===== config.mk =====
export PLATFORM = sky130hd
export DESIGN_NAME = fifo_wr_arbiter
export DESIGN_NICKNAME = d
export VERILOG_FILES = /design/src/rtl/fifo_pkg.sv /design/src/rtl/rr_arbiter.sv /design/src/rtl/fifo_wr_arbiter.sv
export SDC_FILE = /design/constraint.sdc
export NUM_CORES = 1
export LEC_CHECK = 0
export BUFFER_PORTS_ARGS = -buffer_cell sky130_fd_sc_hd__buf_4
export CAP_MARGIN = 5
export CORE_MARGIN = 4
export CORE_UTILIZATION = 44
export CTS_BUF_LIST = sky130_fd_sc_hd__clkbuf_8
export CTS_CLUSTER_SIZE = 25
export DETAILED_ROUTE_END_ITERATION = 10
export PLACE_DENSITY = 0.77
export SLEW_MARGIN = 25
export SYNTH_ARGS = -nofsm -noshare
export SYNTH_HDL_FRONTEND = slang
export SYNTH_SLANG_ARGS = --single-unit

===== constraint.sdc =====
create_clock -name wr_clk -period 2.05 [get_ports wr_clk]
set_clock_uncertainty 0.2 [all_clocks]
set_input_delay 0.205 -clock wr_clk [delete_from_list [all_inputs] [get_ports wr_clk]]
set_output_delay 0.205 -clock wr_clk [all_outputs]
set_load 0.01 [all_outputs]

===== src/rtl/fifo_pkg.sv =====
// Shared types and constants for the fifo_top write-side arbitration logic.
package fifo_pkg;

  localparam int DATA_WIDTH  = 8;
  localparam int ARB_MAX_REQ = 8;

  typedef enum logic {
    IDLE,
    BURST
  } arb_state_e;

endpackage


===== src/rtl/rr_arbiter.sv =====
// Combinational round-robin pick: first set request at or after ptr, wrapping mod NUM_REQ.
module rr_arbiter #(
  parameter  int NUM_REQ = 4,
  localparam int IDX_W   = $clog2(NUM_REQ)
) (
  input  logic [NUM_REQ-1:0] req,
  input  logic [IDX_W-1:0]   ptr,
  output logic               any,
  output logic [IDX_W-1:0]   idx
);

  logic [NUM_REQ-1:0] rotated;
  logic [IDX_W-1:0]   offset;

  // rotated[0] is the request at ptr, so the lowest set bit is the winner's distance from ptr
  always_comb begin
    rotated = '0;
    for (int i = 0; i < NUM_REQ; i++) begin
      int j;
      j = i + int'(ptr);
      if (j >= NUM_REQ) j = j - NUM_REQ;
      rotated[i] = req[j];
    end
  end

  always_comb begin
    int k;
    offset = '0;
    for (int i = NUM_REQ - 1; i >= 0; i--) begin
      if (rotated[i]) offset = IDX_W'(i);
    end
    k = int'(ptr) + int'(offset);
    if (k >= NUM_REQ) k = k - NUM_REQ;
    idx = IDX_W'(k);
  end

  assign any = |req;

endmodule


===== src/rtl/fifo_wr_arbiter.sv =====
// Round-robin, burst-locked sharing of the fifo_top write port among NUM_REQ producers.
// state | meaning
// IDLE  | no owner; registers the next round-robin winner
// BURST | owner drives the FIFO write port until last beat, valid drop or burst cap
module fifo_wr_arbiter #(
  parameter  int NUM_REQ    = 4,
  parameter  int DATA_WIDTH = fifo_pkg::DATA_WIDTH,
  parameter  int MAX_BURST  = 4,
  localparam int IDX_W      = $clog2(NUM_REQ),
  localparam int CNT_W      = $clog2(MAX_BURST + 1)
) (
  input  logic                          wr_clk,
  input  logic                          wr_rst,
  input  logic [NUM_REQ-1:0]            req_valid,
  input  logic [NUM_REQ-1:0]            req_last,
  input  logic [NUM_REQ*DATA_WIDTH-1:0] req_data,
  output logic [NUM_REQ-1:0]            req_ready,
  input  logic                          fifo_full,
  output logic                          fifo_push,
  output logic [DATA_WIDTH-1:0]         fifo_wdata,
  output logic [IDX_W-1:0]              grant_id,
  output logic                          busy
);

  import fifo_pkg::*;

  arb_state_e            state, state_nxt;
  logic [IDX_W-1:0]      owner, owner_nxt;
  logic [IDX_W-1:0]      rr_ptr, rr_ptr_nxt;
  logic [IDX_W-1:0]      win_idx;
  logic [CNT_W-1:0]      beat_cnt, beat_cnt_nxt;
  logic [DATA_WIDTH-1:0] wdata_q;
  logic [DATA_WIDTH-1:0] owner_data;
  logic                  win_any;
  logic                  owner_valid;
  logic                  owner_last;
  logic                  accept;
  logic                  at_cap;

  rr_arbiter #(
    .NUM_REQ (NUM_REQ)
  ) u_rr_arbiter (
    .req (req_valid),
    .ptr (rr_ptr),
    .any (win_any),
    .idx (win_idx)
  );

  always_comb begin
    owner_valid = 1'b0;
    owner_last  = 1'b0;
    owner_data  = '0;
    for (int i = 0; i < NUM_REQ; i++) begin
      if (owner == IDX_W'(i)) begin
        owner_valid = req_valid[i];
        owner_last  = req_last[i];
        owner_data  = req_data[i*DATA_WIDTH +: DATA_WIDTH];
      end
    end
  end

  assign at_cap = (beat_cnt == CNT_W'(MAX_BURST - 1));

  always_comb begin
    state_nxt    = state;
    owner_nxt    = owner;
    rr_ptr_nxt   = rr_ptr;
    beat_cnt_nxt = beat_cnt;
    req_ready    = '0;
    accept       = 1'b0;
    fifo_push    = 1'b0;
    case (state)
      IDLE: begin
        if (win_any) begin
          owner_nxt    = win_idx;
          beat_cnt_nxt = '0;
          state_nxt    = BURST;
        end
      end
      BURST: begin
        for (int i = 0; i < NUM_REQ; i++) begin
          req_ready[i] = (owner == IDX_W'(i)) && !fifo_full;
        end
        accept    = owner_valid && !fifo_full;
        fifo_push = accept;
        if (accept) beat_cnt_nxt = beat_cnt + 1'b1;
        // a full-stalled owner keeps the port; only a dropped valid releases without a beat
        if (!owner_valid || (accept && (owner_last || at_cap))) begin
          state_nxt = IDLE;
          if (owner == IDX_W'(NUM_REQ - 1)) rr_ptr_nxt = '0;
          else                              rr_ptr_nxt = owner + 1'b1;
        end
      end
      default: state_nxt = IDLE;
    endcase
  end

  always_ff @(posedge wr_clk or negedge wr_rst) begin
    if (!wr_rst) begin
      state    <= IDLE;
      owner    <= '0;
      rr_ptr   <= '0;
      beat_cnt <= '0;
      wdata_q  <= '0;
    end else begin
      state    <= state_nxt;
      owner    <= owner_nxt;
      rr_ptr   <= rr_ptr_nxt;
      beat_cnt <= beat_cnt_nxt;
      if (fifo_push) wdata_q <= owner_data;
    end
  end

  assign fifo_wdata = fifo_push ? owner_data : wdata_q;
  assign grant_id   = owner;
  assign busy       = (state == BURST);

endmodule

==> results.yml, run 1 <==
outcome:
  status: "finished with violations"
  violations: "negative setup slack"
setup_path:
  crit_path_end_kind: "output port"
  required_ns: 1.64
  critPathMaxFanout: 5
  reg2reg_depth: 7
  cp-start-kind: "register"
  crit_arrival_ns: 2.08
  critPathKind: "reg2out"
route:
  vias_per_cell: 5.62
  drt-total-wl_um: 4580
  via_count: 1494
  drt_iter0_drc: 88
  routedWlPerCell_um: 17.2
  drt_pass1_iterations: 4
  remaining_drc_errors: 0
  ant_nets: 0
placement:
  place_congestion: 0.875
  port_buffers: 58
  post-place-ws_ns: -0.252
  dp_hpwl_um: 3030
  place_area_um2: 1870
synthesis:
  synth_warnings: 0
  synthesis.area_um2: 1300
  synth_commonest_cells: "18 x a21oi_1, 16 x dfrtp_1, 14 x nand2_1"
  ys_ff_latch: 16
  async_flop_share_pct: 100
  synth_area_leaders: "dfrtp_1 31%, mux2_1 8.7%, a21oi_1 6.9%"
  synthCells: 149
  synth-seq-area-share_pct: 30.8
  avgSynthCellArea_um2: 8.72
  synth_top_cell_area_share_pct: 30.8
  yosysUniqueCellTypes: 39
  syn_nets: 199
  synth_most_common_cell: "a21oi_1"
  synth_top_area_cell: "dfrtp_1"
  synth_flop_cell: "dfrtp_1"
  synth-edff-count: 0
power_and_ir_drop:
  seqPwrFrac_pct: 16.3
  p_leak_nw: 1.12
  p_sw_mw: 1.39
  vdd_ir_drop_max_uv: 1280
  p_per_area_nw_per_um2: 1590
  total_power_mw: 3.57
  sw_frac_of_total_pct: 38.9
  cell_internal_pwr_mw: 2.18
  p_clk_share_pct: 8.0
  p_comb_share_pct: 75.7
final_layout:
  diodes: 0
  layout-drive-gt1-share_pct: 52.8
  fin_nets: 286
  final_area_um2: 2250
  syn_to_final_growth_pct: 73.1
  final_core_util_pct: 80.9
clock_network:
  numCtsBuffers: 3
  cts_tree: "done"
  cts.clk_slew.worst_paths_ns: 0.06
  cts.sinks: 16
  h-tree-depth: 1
  cts_root_buffer: "clkbuf_8"
  clockBufferDepth: 2
  clk_latency_ns: 0.25
floorplanning:
  dieArea_um2: 3890
  ios: 59
  core-area_um2: 2780
  initial_core_util_pct: 46.7
  die_w_um: 62.4
  rows: 19
  die_h_um: 62.4
run:
  maxCapViolations: 0
sta:
  slew_violations: 0
  setup_ws_ns: -0.435
  rsz0062_at_grt: "yes"
  slew_headroom_pct: 71.2
  timing.final.crit_share_pct: 121
  setup_viol: 17
  period_needed_ns: 2.48
  hold_viol_final: 0
  worst_slew_pin_slew_ns: 0.432
  max_freq_mhz: 402
global_route:
  grt_pass1_wl_um: 7580
  grt-ovfl-total: 0
  grt_pass1_vias: 1543
  grt_max_degree: 20
  grt_usage_pct: 23.9
  antenna_found_initial: 0
min_path:
  hold_path_class: "in2reg"
  hold_depth: 3
## per-layer routing
| layer | vias to the layer above | GRT usage [%] | wire [um] |
|---|---|---|---|
| li1 | 709 | - | - |
| met1 | 713 | 27.9 | 1760 |
| met2 | 60 | 41.2 | 2370 |
| met3 | 12 | 7.21 | 339 |
| met4 | 0 | 8.22 | 112 |
| met5 | - | 0 | 0 |
## logic make-up (layout without fill, tap and decap cells)
logic type	count (synthesis)	in the layout	synth area share (%)
simple gates	41	41	17.1
flops	16	16	30.8
compound gates	50	50	26.5
fa+ha+maj	7	7	6.74
buf+inv	22	108	7.89
mux	13	13	11.0
## flip-flops by register name, summed over array words and instances (netlist names)
name,count
wdata_q,8
rr_ptr,2
busy,1
grant_id,2
beat_cnt,3
## final timing paths
path	slack [ns]	end	startpoint
max	-0.43	fifo_wdata[3]	grant_id[0]$_DFFE_PN0P_
min	0.09	busy$_DFF_PN0_	fifo_full
max reg2reg	-0.25	rr_ptr[1]$_DFFE_PN0P_	grant_id[0]$_DFFE_PN0P_
min reg2reg	0.31	wdata_q[7]$_DFF_PN0_	wdata_q[7]$_DFF_PN0_
max in group asynchronous	1.29	grant_id[1]$_DFFE_PN0P_	wr_rst
min in group asynchronous	0.14	wdata_q[7]$_DFF_PN0_	wr_rst
## critical path, stage by stage, from the launching register on
cell,delay (ns)
dfrtp_2,0.43
buf_4,0.16
ha_4,0.19
nor2b_1,0.18
a211oi_4,0.19
nand2_2,0.09
buf_6,0.16
mux2_4,0.31
buf_6,0.12
## cell usage in the layout (no fill, tap or decap), types with 2 or more instances in the layout
| cell | instances |
|---|---|
| nand2_2 | 2 |
| ha_4 | 4 |
| a21oi_1 | 18 |
| dfrtp_2 | 2 |
| a22o_1 | 6 |
| inv_4 | 2 |
| mux2_1 | 2 |
| mux2_4 | 8 |
| mux2i_1 | 3 |
| buf_6 | 20 |
| a211o_1 | 3 |
| nor2_1 | 6 |
| dfrtp_1 | 14 |
| o21ai_0 | 8 |
| o31ai_1 | 3 |
| nor2b_1 | 6 |
| inv_1 | 9 |
| clkbuf_8 | 4 |
| buf_4 | 71 |
| a211oi_4 | 2 |
| ha_1 | 3 |
| nand2_1 | 12 |
| and2_1 | 4 |
## power by group through the flow
stage	Clock, mW	Sequential (mW)	Combinational [mW]
6_report	0.287	0.582	2.70
5_1_grt	0.304	0.602	2.94
4_1_cts	0.299	0.573	2.48
3_5_place_dp	0	0.573	1.90
3_3_place_gp	0	0.556	1.86
2_1_floorplan	0	0.565	1.17
## what timing repair did
item                                    in CTS  in global routing
gates resized for setup                     37                 15
pin swaps                                    4                  4
gates cloned                                 0                  0
setup buffers                               14                  7
endpoints found under the setup margin      20                 24
hold endpoints to repair                    16                  0
hold buffers                                 1                  0
## cell type report
type	count	area, um2
tap	31	38.8
multi-input combinational	111	935
sequential	16	403
timing repair buffer	92	768
inverter	12	50.0
fill	165	532
clock buffer	4	55.1
## stage by stage
| step | setup TNS [ns] | hold WS [ns] | cells |
|---|---|---|---|
| final | -4.80 | 0.0892 | 266 |
| after CTS | -4.60 | 0.110 | 264 |
| after detailed placement | -2.65 | -0.120 | 246 |
| after global placement | -1.73 | -0.124 | 246 |
| after global routing | -6.41 | 0.0984 | 266 |
| after floorplan | -0.723 | -0.291 | 149 |
(Power assumes the default switching activity.)
==> run 2, diff against run 1 <==
--- a/config.mk
+++ b/config.mk
@@ -7,12 +7,14 @@
 export LEC_CHECK = 0
 export BUFFER_PORTS_ARGS = -buffer_cell sky130_fd_sc_hd__buf_4
 export CAP_MARGIN = 5
+export CELL_PAD_IN_SITES_DETAIL_PLACEMENT = 1
+export CELL_PAD_IN_SITES_GLOBAL_PLACEMENT = 1
 export CORE_MARGIN = 4
-export CORE_UTILIZATION = 44
+export CORE_UTILIZATION = 31
 export CTS_BUF_LIST = sky130_fd_sc_hd__clkbuf_8
 export CTS_CLUSTER_SIZE = 25
 export DETAILED_ROUTE_END_ITERATION = 10
-export PLACE_DENSITY = 0.77
+export PLACE_DENSITY = 0.76
 export SLEW_MARGIN = 25
 export SYNTH_ARGS = -nofsm -noshare
 export SYNTH_HDL_FRONTEND = slang
==> run 2 against run 1 <==
  * The run still ends with negative setup slack left
  * Setup slack worse by 0.082 ns
  * Final area is 3.3% lower
  * Flip-flop and latch count is the same
  * Hold slack better by 0.051 ns
  * Sequential power is essentially flat
  * Critical endpoint is now fifo_wdata[2]
==> results.yml, run 2 (synthesized netlist as in run 1, its figures left out) <==
outcome:
  status: "finished with violations"
  violations: "negative setup slack"
setup_path:
  slowest_stage: "dfrtp_2"
  cpMostUsedCell: "buf_6"
  crit_family: "flip-flops"
  cp-start-kind: "register"
  critPathMaxFanout: 5
  max_stage_delay_ns: 0.44
  crit_path_end_kind: "output port"
  crit_arrival_ns: 2.16
  critPathKind: "reg2out"
  required_ns: 1.64
  reg2reg_setup_slack_ns: -0.41
  critical_path.cell_chain: "buf_6 -> ha_4 -> nand3b_4 -> a211oi_4 -> nand2_2 -> buf_6 -> mux2_4 -> buf_6"
  crit_buf_inv: 3
placement:
  port_buffers: 58
  place_congestion: 0.845
  dp_hpwl_um: 3860
clock_network:
  cts_tree: "done"
  h-tree-depth: 1
  clk_latency_ns: 0.25
  cts.sinks: 16
  numCtsBuffers: 3
  cts.clk_slew.worst_paths_ns: 0.06
  cts_root_buffer: "clkbuf_8"
  clockBufferDepth: 2
power_and_ir_drop:
  vdd_ir_drop_max_uv: 796
  p_leak_nw: 1.06
  p_per_area_nw_per_um2: 1520
final_layout:
  final_cell_mix: "70 x buf_4, 18 x a21oi_1, 14 x buf_6"
  final_common_cell: "buf_4"
  final_core_util_pct: 54.0
  layout-drive-gt1-share_pct: 52.6
  syn_to_final_growth_pct: 67.4
  diodes: 0
  largest_register_ff_count: 8
  top_regs: "wdata_q (8), beat_cnt (3)"
  fin_nets: 279
  largest_register: "wdata_q"
run:
  maxCapViolations: 0
min_path:
  hold_path_class: "in2reg"
route:
  drt_pass1_iterations: 4
  vias_per_cell: 5.16
  ant_nets: 0
  via_count: 1434
  routedWlPerCell_um: 18.4
  drt_iter0_drc: 89
  drt-total-wl_um: 5120
  remaining_drc_errors: 0
global_route:
  grt_usage_pct: 20.3
  grt_pass1_vias: 1611
  grt_max_degree: 17
  antenna_found_initial: 0
  grt_pass1_wl_um: 8090
  grt-ovfl-total: 0
sta:
  slew_headroom_pct: 67.3
  setup_ws_ns: -0.517
  rsz0062_at_grt: "yes"
  setup_viol: 23
  setup_tns_ns: -6.39
  slew_violations: 0
  period_needed_ns: 2.57
  hold_viol_final: 0
  worst_slew_pin_slew_ns: 0.490
  timing.final.crit_share_pct: 125
  max_freq_mhz: 390
floorplanning:
  die_w_um: 72.8
  dieArea_um2: 5290
  die_h_um: 72.8
  core-area_um2: 4030
  initial_core_util_pct: 32.3
  rows: 23
  ios: 59
[run 2: worst paths after layout]
path / start / end / depth (start not counted)
max in group asynchronous: wr_rst / grant_id[1]$_DFFE_PN0P_ / 2
worst min-delay path: req_data[31] / wdata_q[7]$_DFF_PN0_ / 4
worst min register to register: wdata_q[1]$_DFF_PN0_ / wdata_q[1]$_DFF_PN0_ / 1
worst max-delay path: grant_id[0]$_DFFE_PN0P_ / fifo_wdata[2] / 8
min in group asynchronous: wr_rst / busy$_DFF_PN0_ / 2
worst max register to register: grant_id[0]$_DFFE_PN0P_ / rr_ptr[1]$_DFFE_PN0P_ / 8
[run 2: timing repair]
item	CTS	global route
gates resized for setup	30	10
pin swaps	4	1
hold buffers	1	0
setup buffers	6	3
hold endpoints to repair	16	0
cloned	1	0
setup endpoints to repair	22	25
[run 2: cell type report]
type / count / area (um2)
clock buffer: 4 / 55.1
sequential: 16 / 404
fill: 464 / 1850
inverter: 12 / 47.5
multi-input combinational: 111 / 913
tap: 50 / 62.6
timing repair buffer: 85 / 693
[run 2: worst register-to-register path, delay by kind of cell, from the launching register on]
kind / cells / cell delay (ns)
multiplexers: 1 / 0.33
buffers and inverters: 3 / 0.39
flip-flops: 1 / 0.44
adder cells (fa/ha/maj): 1 / 0.17
AND/OR/NAND/NOR: 1 / 0.19
AO/OA/AOI/OAI: 2 / 0.62
[run 2: layer usage]
layer  global-route usage [%]  up-vias  share of wire (%)
met5                        0        -                  0
met3                     3.31       14                4.4
li1                         -      691                  -
met1                     23.3      686                 39
met4                     10.5        0                3.3
met2                     35.9       43                 53
[run 2: stage by stage]
step | hold slack, ns | instances | worst slack, ns | total power, mW | area (um2)
6_report | 0.140 | 278 | -0.517 | 3.31 | 2180
5_1_grt | 0.139 | 278 | -0.591 | 3.58 | 2180
4_1_cts | 0.134 | 276 | -0.523 | 3.21 | 2120
3_5_place_dp | -0.126 | 264 | -0.322 | 2.57 | 1890
3_3_place_gp | -0.129 | 264 | -0.219 | 2.43 | 1890
2_1_floorplan | -0.291 | 149 | -0.0777 | 1.73 | 1330
[run 2: report_power, final]
part           internal (mW)  switching [mW]
clock                  0.170           0.102
combinational           1.31            1.14
sequential             0.465           0.119
==> run 3, diff against run 2 <==
--- a/config.mk
+++ b/config.mk
@@ -9,6 +9,7 @@
 export CAP_MARGIN = 5
 export CELL_PAD_IN_SITES_DETAIL_PLACEMENT = 1
 export CELL_PAD_IN_SITES_GLOBAL_PLACEMENT = 1
+export CORE_ASPECT_RATIO = 2
 export CORE_MARGIN = 4
 export CORE_UTILIZATION = 31
 export CTS_BUF_LIST = sky130_fd_sc_hd__clkbuf_8
==> run 3 against run 2 <==
  * The run still ends with negative setup slack left
  * Routed wire length grew 1.3%
  * Die area grew 1.2%
  * Sequential power shrank 2%
  * First-iteration DRC count shrank 79%
  * Hold slack lost 0.047 ns
==> results.yml, run 3 (synthesized netlist as in run 1, its figures left out) <==
power_and_ir_drop:
  cell_internal_pwr_mw: 1.99
  vdd_ir_drop_max_uv: 706
  p_comb_share_pct: 74.2
  seqPwrFrac_pct: 16.9
  total_power_mw: 3.38
  p_leak_nw: 1.06
  sw_frac_of_total_pct: 41.1
  p_per_area_nw_per_um2: 1530
  p_clk_share_pct: 8.9
  p_sw_mw: 1.39
setup_path:
  cp-start-kind: "register"
  required_ns: 1.64
  startpoint: "grant_id[1]$_DFFE_PN0P_"
  crit_path_end_kind: "output port"
  critPathKind: "reg2out"
  cpMostUsedCell: "buf_6"
  r2r_start: "grant_id[0]$_DFFE_PN0P_"
  crit_arrival_ns: 2.13
  crit_family: "flip-flops"
  critical_path.cell_chain: "ha_2 -> nor2b_2 -> a211oi_4 -> nand2_2 -> buf_6 -> mux2_4 -> buf_6"
  critPathMaxFanout: 5
  slowest_stage: "dfrtp_2"
  crit_buf_inv: 2
  max_stage_delay_ns: 0.45
placement:
  place_congestion: 0.850
  port_buffers: 58
  post-place-ws_ns: -0.282
  dp_hpwl_um: 3840
floorplanning:
  initial_core_util_pct: 31.8
  core-area_um2: 4090
  rows: 33
  die_w_um: 53.8
  ios: 59
  dieArea_um2: 5360
  die_h_um: 99.6
final_layout:
  largest_register_ff_count: 8
  diodes: 0
  fill_cells: 476
  top_regs: "wdata_q (8), beat_cnt (3)"
  layout-drive-gt1-share_pct: 53.7
  largest_register: "wdata_q"
  fin_nets: 280
  final_cell_mix: "74 x buf_4, 15 x a21oi_1, 14 x dfrtp_1"
  final_common_cell: "buf_4"
  syn_to_final_growth_pct: 69.7
clock_network:
  h-tree-depth: 1
  cts_root_buffer: "clkbuf_8"
  numCtsBuffers: 3
  cts.clk_slew.worst_paths_ns: 0.07
  clockBufferDepth: 2
  cts_tree: "done"
  clk_latency_ns: 0.26
  cts.sinks: 16
sta:
  setup_ws_ns: -0.486
  rsz0062_at_grt: "yes"
  hold_viol_final: 0
  setup_tns_ns: -5.33
  setup_viol: 18
  timing.final.crit_share_pct: 124
  slew_violations: 0
  max_freq_mhz: 394
  slew_headroom_pct: 73.5
  worst_slew_pin_slew_ns: 0.398
  period_needed_ns: 2.54
route:
  drt-total-wl_um: 5190
  ant_nets: 0
  drt_pass1_iterations: 4
  drt_iter0_drc: 19
  remaining_drc_errors: 0
  vias_per_cell: 5.40
  routedWlPerCell_um: 18.5
  via_count: 1518
global_route:
  grt-ovfl-total: 0
  grt_usage_pct: 21.0
  grt_pass1_vias: 1733
  grt_max_degree: 17
  grt_pass1_wl_um: 8200
  antenna_found_initial: 0
outcome:
  violations: "negative setup slack"
  status: "finished with violations"
run:
  maxCapViolations: 0
min_path:
  hold_path_class: "in2reg"
  hp-start: "fifo_full"
run 3: cell count changes in the layout (fill, tap and decap cells not counted), moves of 3 or more:
cell     before  now
buf_4        70   74
buf_6        14   11
a21oi_1      18   15
o31ai_2       3    0
run 3: worst register-to-register path: stages, from the launching register on:
cell	delay, ns
dfrtp_2	0.43
buf_6	0.13
ha_4	0.17
buf_4	0.14
buf_6	0.13
buf_4	0.14
a21oi_4	0.16
a2111oi_4	0.10
o31ai_4	0.28
mux2_4	0.33
run 3: power by group through the flow:
stage | Sequential (mW) | Clock (mW) | Combinational [mW]
2_1_floorplan | 0.565 | 0 | 1.17
3_3_place_gp | 0.550 | 0 | 1.89
3_5_place_dp | 0.564 | 0 | 1.98
4_1_cts | 0.569 | 0.302 | 2.39
5_1_grt | 0.588 | 0.320 | 2.74
6_report | 0.571 | 0.301 | 2.50
run 3: cell type report:
type                            instances  area [um2]  area share (%)
Multi-Input combinational cell        111         948            43.0
Timing Repair Buffer                   86         689            31.3
Sequential cell                        16         403            18.3
Tap cell                               52        65.1            2.95
Clock buffer                            4        55.1            2.50
Inverter                               12        45.0            2.04
run 3: worst paths after layout:
check                                          end  slack (ns)  cells past startpoint
setup reg to reg             rr_ptr[0]$_DFFE_PN0P_       -0.27                      9
max in group asynchronous  grant_id[0]$_DFFE_PN0P_        1.28                      2
hold / removal                      busy$_DFF_PN0_        0.09                      3
hold reg to reg               wdata_q[6]$_DFF_PN0_        0.30                      1
min in group asynchronous     wdata_q[3]$_DFF_PN0_        0.15                      2
setup / recovery                     fifo_wdata[7]       -0.49                      7
run 3: per-stage QoR:
| stage | hold WS, ns | std cells | utilization [%] | area [um2] |
|---|---|---|---|---|
| after global routing | 0.116 | 281 | 54.0 | 2210 |
| after global placement | -0.114 | 268 | 46.7 | 1910 |
| after detailed placement | -0.107 | 268 | 46.7 | 1910 |
| after CTS | 0.107 | 280 | 52.8 | 2160 |
| final | 0.0929 | 281 | 54.0 | 2210 |
| after floorplan | -0.291 | 149 | - | 1330 |
run 3: routing by layer:
metal  GRT usage, %  up-vias  share of wire (%)
met2           40.1       54                 61
met3           3.00       20                4.2
met1           19.0      753                 30
li1               -      691                  -
met4           12.2        0                4.5
met5              0        -                  0
run 3: timing repair:
action	in CTS	in global routing
setup buffers	7	2
endpoints found under the setup margin	20	23
pin swaps	7	3
endpoints found under the hold margin	16	0
gates resized for setup	30	12
hold buffers	1	0
